## config.mk

```make
export PLATFORM = sky130hd
export DESIGN_NAME = ctrl_fsm_flat
export DESIGN_NICKNAME = d
export VERILOG_FILES = /design/src/rtl/ctrl_pkg.sv /design/src/rtl/ctrl_fsm_if.sv /design/src/rtl/ctrl_decode.sv /design/src/rtl/ctrl_fsm.sv /design/src/flat_wrapper.sv
export SDC_FILE = /design/constraint.sdc
export NUM_CORES = 1
export LEC_CHECK = 0
export BUFFER_PORTS_ARGS = -buffer_cell sky130_fd_sc_hd__buf_4
export CORE_ASPECT_RATIO = 1.25
export CORE_MARGIN = 2
export CORE_UTILIZATION = 50
export DETAILED_ROUTE_END_ITERATION = 10
export HOLD_SLACK_MARGIN = 0.08
export PLACE_DENSITY_LB_ADDON = 0.2
export SLEW_MARGIN = 40
export SYNTH_ARGS = -nofsm -noshare
export SYNTH_HDL_FRONTEND = slang
export SYNTH_SLANG_ARGS = --single-unit
```

## constraint.sdc

```tcl
create_clock -name clk -period 2.35 [get_ports clk]
set_input_delay 0.235 -clock clk [delete_from_list [all_inputs] [get_ports clk]]
set_output_delay 0.235 -clock clk [all_outputs]
set_load 0.005 [all_outputs]
```

## src/rtl/ctrl_pkg.sv

```systemverilog
// Shared types and codes for the multi-cycle control unit: state encoding,
// opcodes, datapath select codes, the registered control word and decode helpers.
package ctrl_pkg;

    localparam int ALU_OP_BITS = 4;
    localparam int NPC_OP_BITS = 3;

    localparam logic [2:0] ST_FETCH  = 3'd0;
    localparam logic [2:0] ST_DECODE = 3'd1;
    localparam logic [2:0] ST_EXEC   = 3'd2;
    localparam logic [2:0] ST_MEM    = 3'd3;
    localparam logic [2:0] ST_WB     = 3'd4;
    localparam logic [2:0] ST_ERR    = 3'd5;

    typedef enum logic [2:0] {
        FETCH  = ST_FETCH,
        DECODE = ST_DECODE,
        EXEC   = ST_EXEC,
        MEM    = ST_MEM,
        WB     = ST_WB,
        ERR    = ST_ERR
    } state_t;

    localparam logic [6:0] OP_IMM    = 7'b0010011;
    localparam logic [6:0] OP_REG    = 7'b0110011;
    localparam logic [6:0] OP_LOAD   = 7'b0000011;
    localparam logic [6:0] OP_STORE  = 7'b0100011;
    localparam logic [6:0] OP_BRANCH = 7'b1100011;
    localparam logic [6:0] OP_JAL    = 7'b1101111;
    localparam logic [6:0] OP_JALR   = 7'b1100111;
    localparam logic [6:0] OP_LUI    = 7'b0110111;

    localparam logic [3:0] ALU_ADD = 4'b0000;
    localparam logic [3:0] ALU_SUB = 4'b0001;
    localparam logic [3:0] ALU_AND = 4'b0010;
    localparam logic [3:0] ALU_OR  = 4'b0011;
    localparam logic [3:0] ALU_XOR = 4'b0100;
    localparam logic [3:0] ALU_SLL = 4'b0101;
    localparam logic [3:0] ALU_SRL = 4'b0110;
    localparam logic [3:0] ALU_SRA = 4'b0111;

    localparam logic [2:0] NPC_PC4  = 3'b000;
    localparam logic [2:0] NPC_JAL  = 3'b010;
    localparam logic [2:0] NPC_JALR = 3'b011;
    localparam logic [2:0] NPC_BEQ  = 3'b100;
    localparam logic [2:0] NPC_BNE  = 3'b101;
    localparam logic [2:0] NPC_BLT  = 3'b110;
    localparam logic [2:0] NPC_BGE  = 3'b111;

    localparam logic [1:0] RIN_ALU = 2'b00;
    localparam logic [1:0] RIN_DM  = 2'b01;
    localparam logic [1:0] RIN_PC4 = 2'b10;
    localparam logic [1:0] RIN_IMM = 2'b11;

    typedef struct packed {
        logic                   alu_input;
        logic [ALU_OP_BITS-1:0] alu_op;
        logic                   dram_write;
        logic [1:0]             reg_input;
        logic                   reg_write;
        logic [NPC_OP_BITS-1:0] npc;
        logic                   mem_access;
    } ctrl_word_t;

    // funct = {funct7[5], funct3}; immediate forms only honour bit 3 for shifts
    function automatic logic [3:0] alu_op_imm(input logic [3:0] funct);
        case (funct[2:0])
            3'b001:  return ALU_SLL;
            3'b100:  return ALU_XOR;
            3'b101:  return funct[3] ? ALU_SRA : ALU_SRL;
            3'b110:  return ALU_OR;
            3'b111:  return ALU_AND;
            default: return ALU_ADD;
        endcase
    endfunction

    function automatic logic [3:0] alu_op_reg(input logic [3:0] funct);
        case (funct)
            4'b1000: return ALU_SUB;
            4'b0001: return ALU_SLL;
            4'b0100: return ALU_XOR;
            4'b0101: return ALU_SRL;
            4'b1101: return ALU_SRA;
            4'b0110: return ALU_OR;
            4'b0111: return ALU_AND;
            default: return ALU_ADD;
        endcase
    endfunction

    function automatic logic [2:0] npc_branch(input logic [2:0] funct3);
        case (funct3)
            3'b001:  return NPC_BNE;
            3'b100:  return NPC_BLT;
            3'b101:  return NPC_BGE;
            default: return NPC_BEQ;
        endcase
    endfunction

endpackage

```

## src/rtl/ctrl_fsm_if.sv

```systemverilog
// Instruction/data memory request-acknowledge handshake between the control
// unit (master) and the memories (slave).
interface ctrl_fsm_if;
    logic imem_req;
    logic imem_ack;
    logic dmem_req;
    logic dmem_ack;

    modport master (output imem_req, output dmem_req, input imem_ack, input dmem_ack);
    modport slave  (input imem_req, input dmem_req, output imem_ack, output dmem_ack);
endinterface

```

## src/rtl/ctrl_decode.sv

```systemverilog
// Purely combinational opcode/funct decoder producing the control word that the
// FSM registers in DECODE.
module ctrl_decode
    import ctrl_pkg::*;
(
    input  logic [6:0]  opcode,
    input  logic [3:0]  funct,
    output ctrl_word_t  cw,
    output logic        illegal
);

    always_comb begin
        cw      = '0;
        illegal = 1'b0;
        case (opcode)
            OP_IMM: begin
                cw.alu_op    = alu_op_imm(funct);
                cw.reg_input = RIN_ALU;
                cw.reg_write = 1'b1;
            end
            OP_REG: begin
                cw.alu_input = 1'b1;
                cw.alu_op    = alu_op_reg(funct);
                cw.reg_input = RIN_ALU;
                cw.reg_write = 1'b1;
            end
            OP_LOAD: begin
                cw.alu_op     = ALU_ADD;
                cw.reg_input  = RIN_DM;
                cw.reg_write  = 1'b1;
                cw.mem_access = 1'b1;
            end
            OP_STORE: begin
                cw.alu_op     = ALU_ADD;
                cw.dram_write = 1'b1;
                cw.mem_access = 1'b1;
            end
            OP_BRANCH: begin
                cw.alu_input = 1'b1;
                cw.alu_op    = ALU_SUB;
                cw.npc       = npc_branch(funct[2:0]);
            end
            OP_JAL: begin
                cw.reg_input = RIN_PC4;
                cw.reg_write = 1'b1;
                cw.npc       = NPC_JAL;
            end
            OP_JALR: begin
                cw.alu_op    = ALU_ADD;
                cw.reg_input = RIN_PC4;
                cw.reg_write = 1'b1;
                cw.npc       = NPC_JALR;
            end
            OP_LUI: begin
                cw.reg_input = RIN_IMM;
                cw.reg_write = 1'b1;
            end
            default: illegal = 1'b1;
        endcase
    end

endmodule

```

## src/rtl/ctrl_fsm.sv

```systemverilog
// Multi-cycle control unit: sequences each instruction through fetch, decode,
// execute, memory and write-back with memory handshakes, timeout and retire count.
//
// state  | meaning
// FETCH  | imem_req held until imem_ack; ir_we on the ack cycle
// DECODE | control word captured; illegal pulse on unknown opcode
// EXEC   | select outputs valid; branch to MEM for loads/stores
// MEM    | dmem_req held until dmem_ack (store qualifier alongside)
// WB     | pc_we, optional RF write, instret increment
// ERR    | memory timeout; err high, everything else idle until rst
module ctrl_fsm
    import ctrl_pkg::*;
#(
    parameter int ALUOP_W     = ALU_OP_BITS,
    parameter int NPCOP_W     = NPC_OP_BITS,
    parameter int MEM_TIMEOUT = 16,
    parameter int CNT_W       = 32
) (
    input  logic               clk,
    input  logic               rst,
    input  logic [6:0]         opcode,
    input  logic [3:0]         funct,
    ctrl_fsm_if.master         mem,
    output logic               ir_we,
    output logic               pc_we,
    output logic               ctrl_ALU_input,
    output logic [ALUOP_W-1:0] ctrl_ALU_output,
    output logic               ctrl_DRAM_write,
    output logic [1:0]         ctrl_Reg_input,
    output logic               ctrl_Reg_write,
    output logic [NPCOP_W-1:0] ctrl_NPC_output,
    output logic               illegal,
    output logic               err,
    output logic [CNT_W-1:0]   instret
);

    localparam int WAIT_W = (MEM_TIMEOUT > 1) ? $clog2(MEM_TIMEOUT) : 1;
    localparam logic [WAIT_W-1:0] WAIT_LAST = WAIT_W'(MEM_TIMEOUT - 1);

    state_t             state, state_nxt;
    logic [WAIT_W-1:0]  wait_cnt;
    ctrl_word_t         cw, cw_dec;
    logic               illegal_dec;
    logic [CNT_W-1:0]   instret_q;
    logic               waiting;
    logic               run;
    logic               in_sel;

    ctrl_decode u_decode (
        .opcode  (opcode),
        .funct   (funct),
        .cw      (cw_dec),
        .illegal (illegal_dec)
    );

    assign waiting = (state == FETCH) || (state == MEM);

    // An ack on the terminal wait cycle is checked first, so it wins over timeout.
    always_comb begin
        state_nxt = state;
        unique case (state)
            FETCH: begin
                if (mem.imem_ack)              state_nxt = DECODE;
                else if (wait_cnt == WAIT_LAST) state_nxt = ERR;
            end
            DECODE: state_nxt = EXEC;
            EXEC:   state_nxt = cw.mem_access ? MEM : WB;
            MEM: begin
                if (mem.dmem_ack)              state_nxt = WB;
                else if (wait_cnt == WAIT_LAST) state_nxt = ERR;
            end
            WB:     state_nxt = FETCH;
            ERR:    state_nxt = ERR;
            default: state_nxt = FETCH;
        endcase
    end

    always_ff @(posedge clk) begin
        if (rst) begin
            state     <= FETCH;
            wait_cnt  <= '0;
            cw        <= '0;
            instret_q <= '0;
        end else begin
            state    <= state_nxt;
            wait_cnt <= (waiting && state_nxt == state) ? wait_cnt + WAIT_W'(1) : '0;
            if (state == DECODE) cw <= cw_dec;
            if (state == WB) instret_q <= instret_q + CNT_W'(1);
        end
    end

    // Everything is forced low while rst is held, so acks seen then do nothing.
    assign run    = ~rst;
    assign in_sel = run && (state == EXEC || state == MEM || state == WB);

    assign mem.imem_req    = run && (state == FETCH);
    assign mem.dmem_req    = run && (state == MEM);
    assign ir_we           = mem.imem_req && mem.imem_ack;
    assign pc_we           = run && (state == WB);
    assign ctrl_Reg_write  = pc_we && cw.reg_write;
    assign ctrl_DRAM_write = mem.dmem_req && cw.dram_write;
    assign ctrl_ALU_input  = in_sel && cw.alu_input;
    assign ctrl_ALU_output = in_sel ? ALUOP_W'(cw.alu_op) : '0;
    assign ctrl_Reg_input  = in_sel ? cw.reg_input : 2'b00;
    assign ctrl_NPC_output = in_sel ? NPCOP_W'(cw.npc) : '0;
    assign illegal         = run && (state == DECODE) && illegal_dec;
    assign err             = run && (state == ERR);
    assign instret         = run ? instret_q : '0;

endmodule

```

## src/flat_wrapper.sv

```systemverilog
// flat-port wrapper written by rule: the top's interface ports become plain ports
module ctrl_fsm_flat import ctrl_pkg::*;
#(
    parameter int ALUOP_W     = ALU_OP_BITS,
    parameter int NPCOP_W     = NPC_OP_BITS,
    parameter int MEM_TIMEOUT = 16,
    parameter int CNT_W       = 32
)
  (clk, rst, opcode, funct, ir_we, pc_we, ctrl_ALU_input, ctrl_ALU_output, ctrl_DRAM_write, ctrl_Reg_input, ctrl_Reg_write, ctrl_NPC_output, illegal, err, instret, mem_imem_req, mem_dmem_req, mem_imem_ack, mem_dmem_ack);
  ctrl_fsm_if mem_i ();
  input  logic clk;
  input  logic rst;
  input  logic [6:0] opcode;
  input  logic [3:0] funct;
  output logic ir_we;
  output logic pc_we;
  output logic ctrl_ALU_input;
  output logic [ALUOP_W-1:0] ctrl_ALU_output;
  output logic ctrl_DRAM_write;
  output logic [1:0] ctrl_Reg_input;
  output logic ctrl_Reg_write;
  output logic [NPCOP_W-1:0] ctrl_NPC_output;
  output logic illegal;
  output logic err;
  output logic [CNT_W-1:0] instret;
  output wire logic [$bits(mem_i.imem_req)-1:0] mem_imem_req;
  output wire logic [$bits(mem_i.dmem_req)-1:0] mem_dmem_req;
  input wire logic [$bits(mem_i.imem_ack)-1:0] mem_imem_ack;
  input wire logic [$bits(mem_i.dmem_ack)-1:0] mem_dmem_ack;
  assign mem_imem_req = mem_i.imem_req;
  assign mem_dmem_req = mem_i.dmem_req;
  assign mem_i.imem_ack = mem_imem_ack;
  assign mem_i.dmem_ack = mem_dmem_ack;
  ctrl_fsm #(.ALUOP_W(ALUOP_W), .NPCOP_W(NPCOP_W), .MEM_TIMEOUT(MEM_TIMEOUT), .CNT_W(CNT_W)) u_core (.clk(clk), .rst(rst), .opcode(opcode), .funct(funct), .mem(mem_i), .ir_we(ir_we), .pc_we(pc_we), .ctrl_ALU_input(ctrl_ALU_input), .ctrl_ALU_output(ctrl_ALU_output), .ctrl_DRAM_write(ctrl_DRAM_write), .ctrl_Reg_input(ctrl_Reg_input), .ctrl_Reg_write(ctrl_Reg_write), .ctrl_NPC_output(ctrl_NPC_output), .illegal(illegal), .err(err), .instret(instret));
endmodule
```

After elaboration in Yosys (flattened, before gate mapping):

Index checks and enable logic that the tools add are counted.

* eq/ne operators: 27
* muxes and demuxes: 20
* bitwise gates (word level): 2
* reductions and logical operators: 22
* $add $sub $neg: 2

Operators by type and width (count)
* $add A32 B1 Y32 const B: 1
* $mux W32: 1
* $eq A7 B6 Y1 const B: 3
* $eq A7 B7 Y1 const B: 3
* $pmux W3 S7: 1
* $pmux W4 S5: 1
* $eq A3 B3 Y1 const B: 6
* $eq A4 B3 Y1 const B: 4
* $mux W3: 5
* $pmux W3 S5: 1
* $eq A4 B4 Y1 const B: 3
* $logic_and A1 B1 Y1: 12
* $pmux W3 S4: 1
* $pmux W4 S3: 1
* $reduce_or A2 Y1: 5
* $pmux W3 S3: 1
* $reduce_or A8 Y1: 1
* $eq A7 B2 Y1 const B: 1
* $eq A7 B5 Y1 const B: 1
* $eq A3 B1 Y1 const B: 2
* $eq A3 B2 Y1 const B: 2
* $pmux W2 S3: 1
* $mux W1: 5
* $add A4 B1 Y4 const B: 1
* 7 further kinds: 10

* logic and storage cells: 83
* flip-flop bits (word level): 52
* bits of input ports: 15
* output and inout bits: 50

Longest topological paths before layout:

* depth in word-level cells: 8
* depth in mapped cells: 6
* depth with buffers taken out: 5

By module:

From an unflattened synthesis, not the netlist that was laid out.

* cells, all modules: 387
* area, all modules: 2995.4 µm²

By module, submodules not included
* ctrl_fsm: cells each 328, seq. area each 1041.0 µm², area an instance 2627.5 µm², instances 1
* ctrl_decode: cells each 59, seq. area each 0.0 µm², area an instance 367.9 µm², instances 1

Worst setup path after synthesis:

No wires, ideal clock.

* path type: reg-to-reg
* from: reg u_core.state[2]
* to: reg u_core.instret_q[30]
* cell stages (with the launch flop): 6
* required time: 2.229 ns
* arrival: 1.833 ns
* slack: 0.397 ns
* clock period less this slack: 1.953 ns
* library setup time: 0.121 ns
* cells stage by stage: dfxtp_1 > or3b_1 > or3_4 > buf_6 > nor3_1 > mux2_2

* word-level cells in the longest chain between the ends: 1

Ends and longest elaborated chain
* start, declared: line ctrl_fsm.sv:40 `state_t state, state_nxt;`
* start signal, assigned: line ctrl_fsm.sv:85 `state <= state_nxt;`
* $eq A3 B3 Y1: line ctrl_fsm.sv:88 `if (state == WB) instret_q <= instret_q + CNT_W'(1);`
* end signal, assigned: line ctrl_fsm.sv:88
* end, declared: line ctrl_fsm.sv:44 `logic [CNT_W-1:0] instret_q;`

No other way between the ends.
A chain may end at the register's enable or synchronous reset.

Worst setup path in the final report:

* from: reg u_core.instret_q[0]
* to: reg u_core.instret_q[26]

* word-level cells in the longest chain between the ends: 1

Ends and longest elaborated chain (line)
* $add A32 B1 Y32: ctrl_fsm.sv:88

No other way between the ends.

==> metrics.cfg <==
[worst_setup_path]
worst-path-buf-inv=0
timing.setup.critical_path_class=reg -> reg
path_delay_family=simple AND/OR/NAND/NOR gates
startpoint_type_of_the_worst_setup_path=flop
timing.critical_path.slowest_stage_cell=or3_4
critical_path_peak_fanout=12
critPathRequiredTime_ns=2.56
slowest_delay_ns=0.50
endpoint_kind=flop
timing.critical_path.cells=ha_1, nand3_1, or3_4, nor4_1, mux2_2
arrival_ns=2.31

[clocking]
cts_hold_repair.buffers=0
cts_buffer_depth=2
cts-htree-levels=2
cts-root-buf=clkbuf_8
cts.repair.resized=0
clock_pin_slew_reported_for_the_worst_setup_and_hold_paths_after_clock_tree_synthesis_ns=0.09
clk-insertion-delay-late_ns=0.31
cts_tree=yes
cts_inserted_buffers=5
cts_setup_buffers=0
clock_sinks=51

[detailed_routing]
route.antenna.remaining_nets=0
routedWlPerCell_um=13.01
initialDrtViolationCount=130
drt-vias-per-instance=5.496
dr_total_vias=2649
residual_drc=0
firstDrtPassIters=4
drt-total-wl_mm=6.271

[finish]
flow.area_growth_from_synthesis_pct=22.83
nets=435
finalCoreUtilization_pct=64.07
insertedDiodeCount=0
fraction_of_final_layout_cells_sized_beyond_drive_strength_1_pct=23.44

[synthesis]
synth_top_area_cell=dfxtp_1
fraction_of_the_mapped_netlist_area_in_simple_logic_gates_pct=36.58
ys.flop_type=dfxtp_1
syn-num-nets=377
synth_top_cell_area_share_pct=35.96
yosys_register_bits=51
post_synth_mux_area_share_pct=5.553
synth_commonest_cells=51 x dfxtp_1, 50 x nor2_1, 27 x nor2b_1
yosys.area_share.adder_pct=1.234
netlist_instances=360
synth_compound_area_share_pct=11.41
largest_family_of_logic_cells_by_synthesized_area=simple AND/OR/NAND/NOR gates
postSynth.asyncResetShare_pct=0
netlist-cell-type-count=53
most_frequent_cell_after_synthesis=dfxtp_1
synth_seq_area_share_pct=35.96
post_synth.cell_area_avg_sq_um=7.886
synth-edff-count=0
synth.top_cells.by_area=dfxtp_1 36%, nor2_1 6.6%, nor2b_1 5.9%
synth.yosys.warnings=0
netlist_area_sq_um=2839
synth_xor_area_share_pct=4.319

[grt]
globalRouteMet2Util_pct=35.52
grt_pass1_vias=2342
globalRoute.totalOverflow=0
global_route_wire_length_before_repair_mm=10.27
met3_use_gr_pct=3.531
most_crowded_layer_after_global_routing=met2
antenna_found_initial=0
track_usage_pct=20.07
largest_net_degree_at_the_start_of_global_routing=42
gr-usage-met1_pct=24.33

[sta]
layout_worst_path_cycle_share_pct=89.37
fin_hold_ws_ns=0.2738
clock_skew_ns=0.006531
rsz_0062_raised_after_global_routing=false
slew_viol_final=0
fmax_mhz=476.1
hold_viol_final=0
total_setup_violations_reported_at_the_end_of_the_flow=0
worst_slew_margin_rel_pct=60.94
worst_slew_pin_slew_ns=0.5846
final_critical_path_setup_slack_ns=0.2498
fin_crit_ns=2.100
accumulated_negative_setup_slack_ns=0

[pwr]
report.power.total_uw=1670
power.static_leakage_uw=0.001355
worst_ir_drop_vdd_mv=0.3444
power_density_normalized_to_cell_area_nw_per_um2=478.8

[floorplanning]
start_util_pct=52.16
ioPinCount=65
die_outline_area_sq_um=6300
die_height_um=88.25
standard_cell_row_count=30
core_sq_um=5443
floorplan.die.width_um=71.40

[place]
finalWeightedCongestion=0.7675
preCtsSetupSlack_ns=0.2879
total_half_perimeter_wirelength_after_legalization_and_detailed_placement_mm=4.606
port-buffer-count=63

[run_status]
run_status=complete, no violations

[job]
max-cap-violations=0

[worst_hold_path]
timing.hold.worst.class=in -> reg

-- worst min-delay path, cell delays in order --
cell      delay [ns]
buf_4           0.11
nor3_1          0.06
nand3b_1        0.08
a21oi_1         0.05
-- where the power goes --
group          switching [uW]  internal [uW]
clock                     292            313
combinational             104           76.9
sequential               7.13            877
-- flip-flops by register name, summed over array words and instances (netlist names) --
name / flops
u_core.cw: 12
u_core.instret_q: 32
u_core.state: 3
u_core.wait_cnt: 4
-- path summary, 6_finish.rpt --
path / from / slack (ns) / to / cells after the start
worst min register to register: u_core.wait_cnt[0]$_SDFF_PP0_ / 0.46 / u_core.wait_cnt[0]$_SDFF_PP0_ / 1
worst max-delay path: u_core.instret_q[0]$_SDFFE_PP0N_ / 0.25 / u_core.instret_q[26]$_SDFFE_PP0N_ / 5
worst max register to register: u_core.instret_q[0]$_SDFFE_PP0N_ / 0.25 / u_core.instret_q[26]$_SDFFE_PP0N_ / 5
worst min-delay path: opcode[3] / 0.27 / u_core.cw[3]$_SDFFE_PP0P_ / 4
-- final cells by class --
class                      count  area [sq um]
clock inverter                 1         30.03
tap                           64         80.08
sequential                    51          1021
timing repair buffer          73         560.5
clock buffer                   6         72.57
fill                         498          1956
multi-input combinational    276          1682
inverter                      11         41.29
-- stage by stage --
| step | cells | area, sq um |
|---|---|---|
| 3_3_place_gp | 475 | 3385 |
| 2_1_floorplan | 360 | 2839 |
| 5_1_grt | 482 | 3487 |
| 6_report | 482 | 3487 |
| 3_5_place_dp | 475 | 3385 |
| 4_1_cts | 482 | 3487 |
-- logic make-up (layout without fill, tap and decap cells) --
family / Yosys count / count (layout)
other cells: 1 / 1
simple gates: 192 / 192
buf+inv: 33 / 91
flops: 51 / 51
fa+ha+maj: 3 / 3
compound gates: 52 / 52
mux: 14 / 14
xor+xnor: 14 / 14
-- placed cells by master (no fill, tap or decap), types with 3 or more instances in the layout --
master    netlist  routed
buf_4           1      72
dfxtp_1        51      51
nor2_1         50      50
nor2b_1        27      27
nand2_1        22      22
a21oi_1        21      21
nor3_1         18      18
and2_1         14      14
mux2_2         14      14
nand3_1        12      12
inv_1          11      11
o21ai_0        10      10
xnor2_1        10      10
nor4_1          9       9
or3_1           9       9
clkbuf_8        0       5
and3_1          4       4
and4_1          4       4
nand4_1         4       4
nor3b_1         4       4
xor2_1          4       4
a211oi_1        3       3
o21a_1          3       3
-- per-layer routing --
metal / vias to the layer above / part of all wire [%]
met3: 11 / 4.3
li1: 1366 / -
met4: 0 / 1.9
met1: 1215 / 44
met2: 57 / 50
met5: - / 0
No activity file was read; power rests on OpenSTA's default activity.
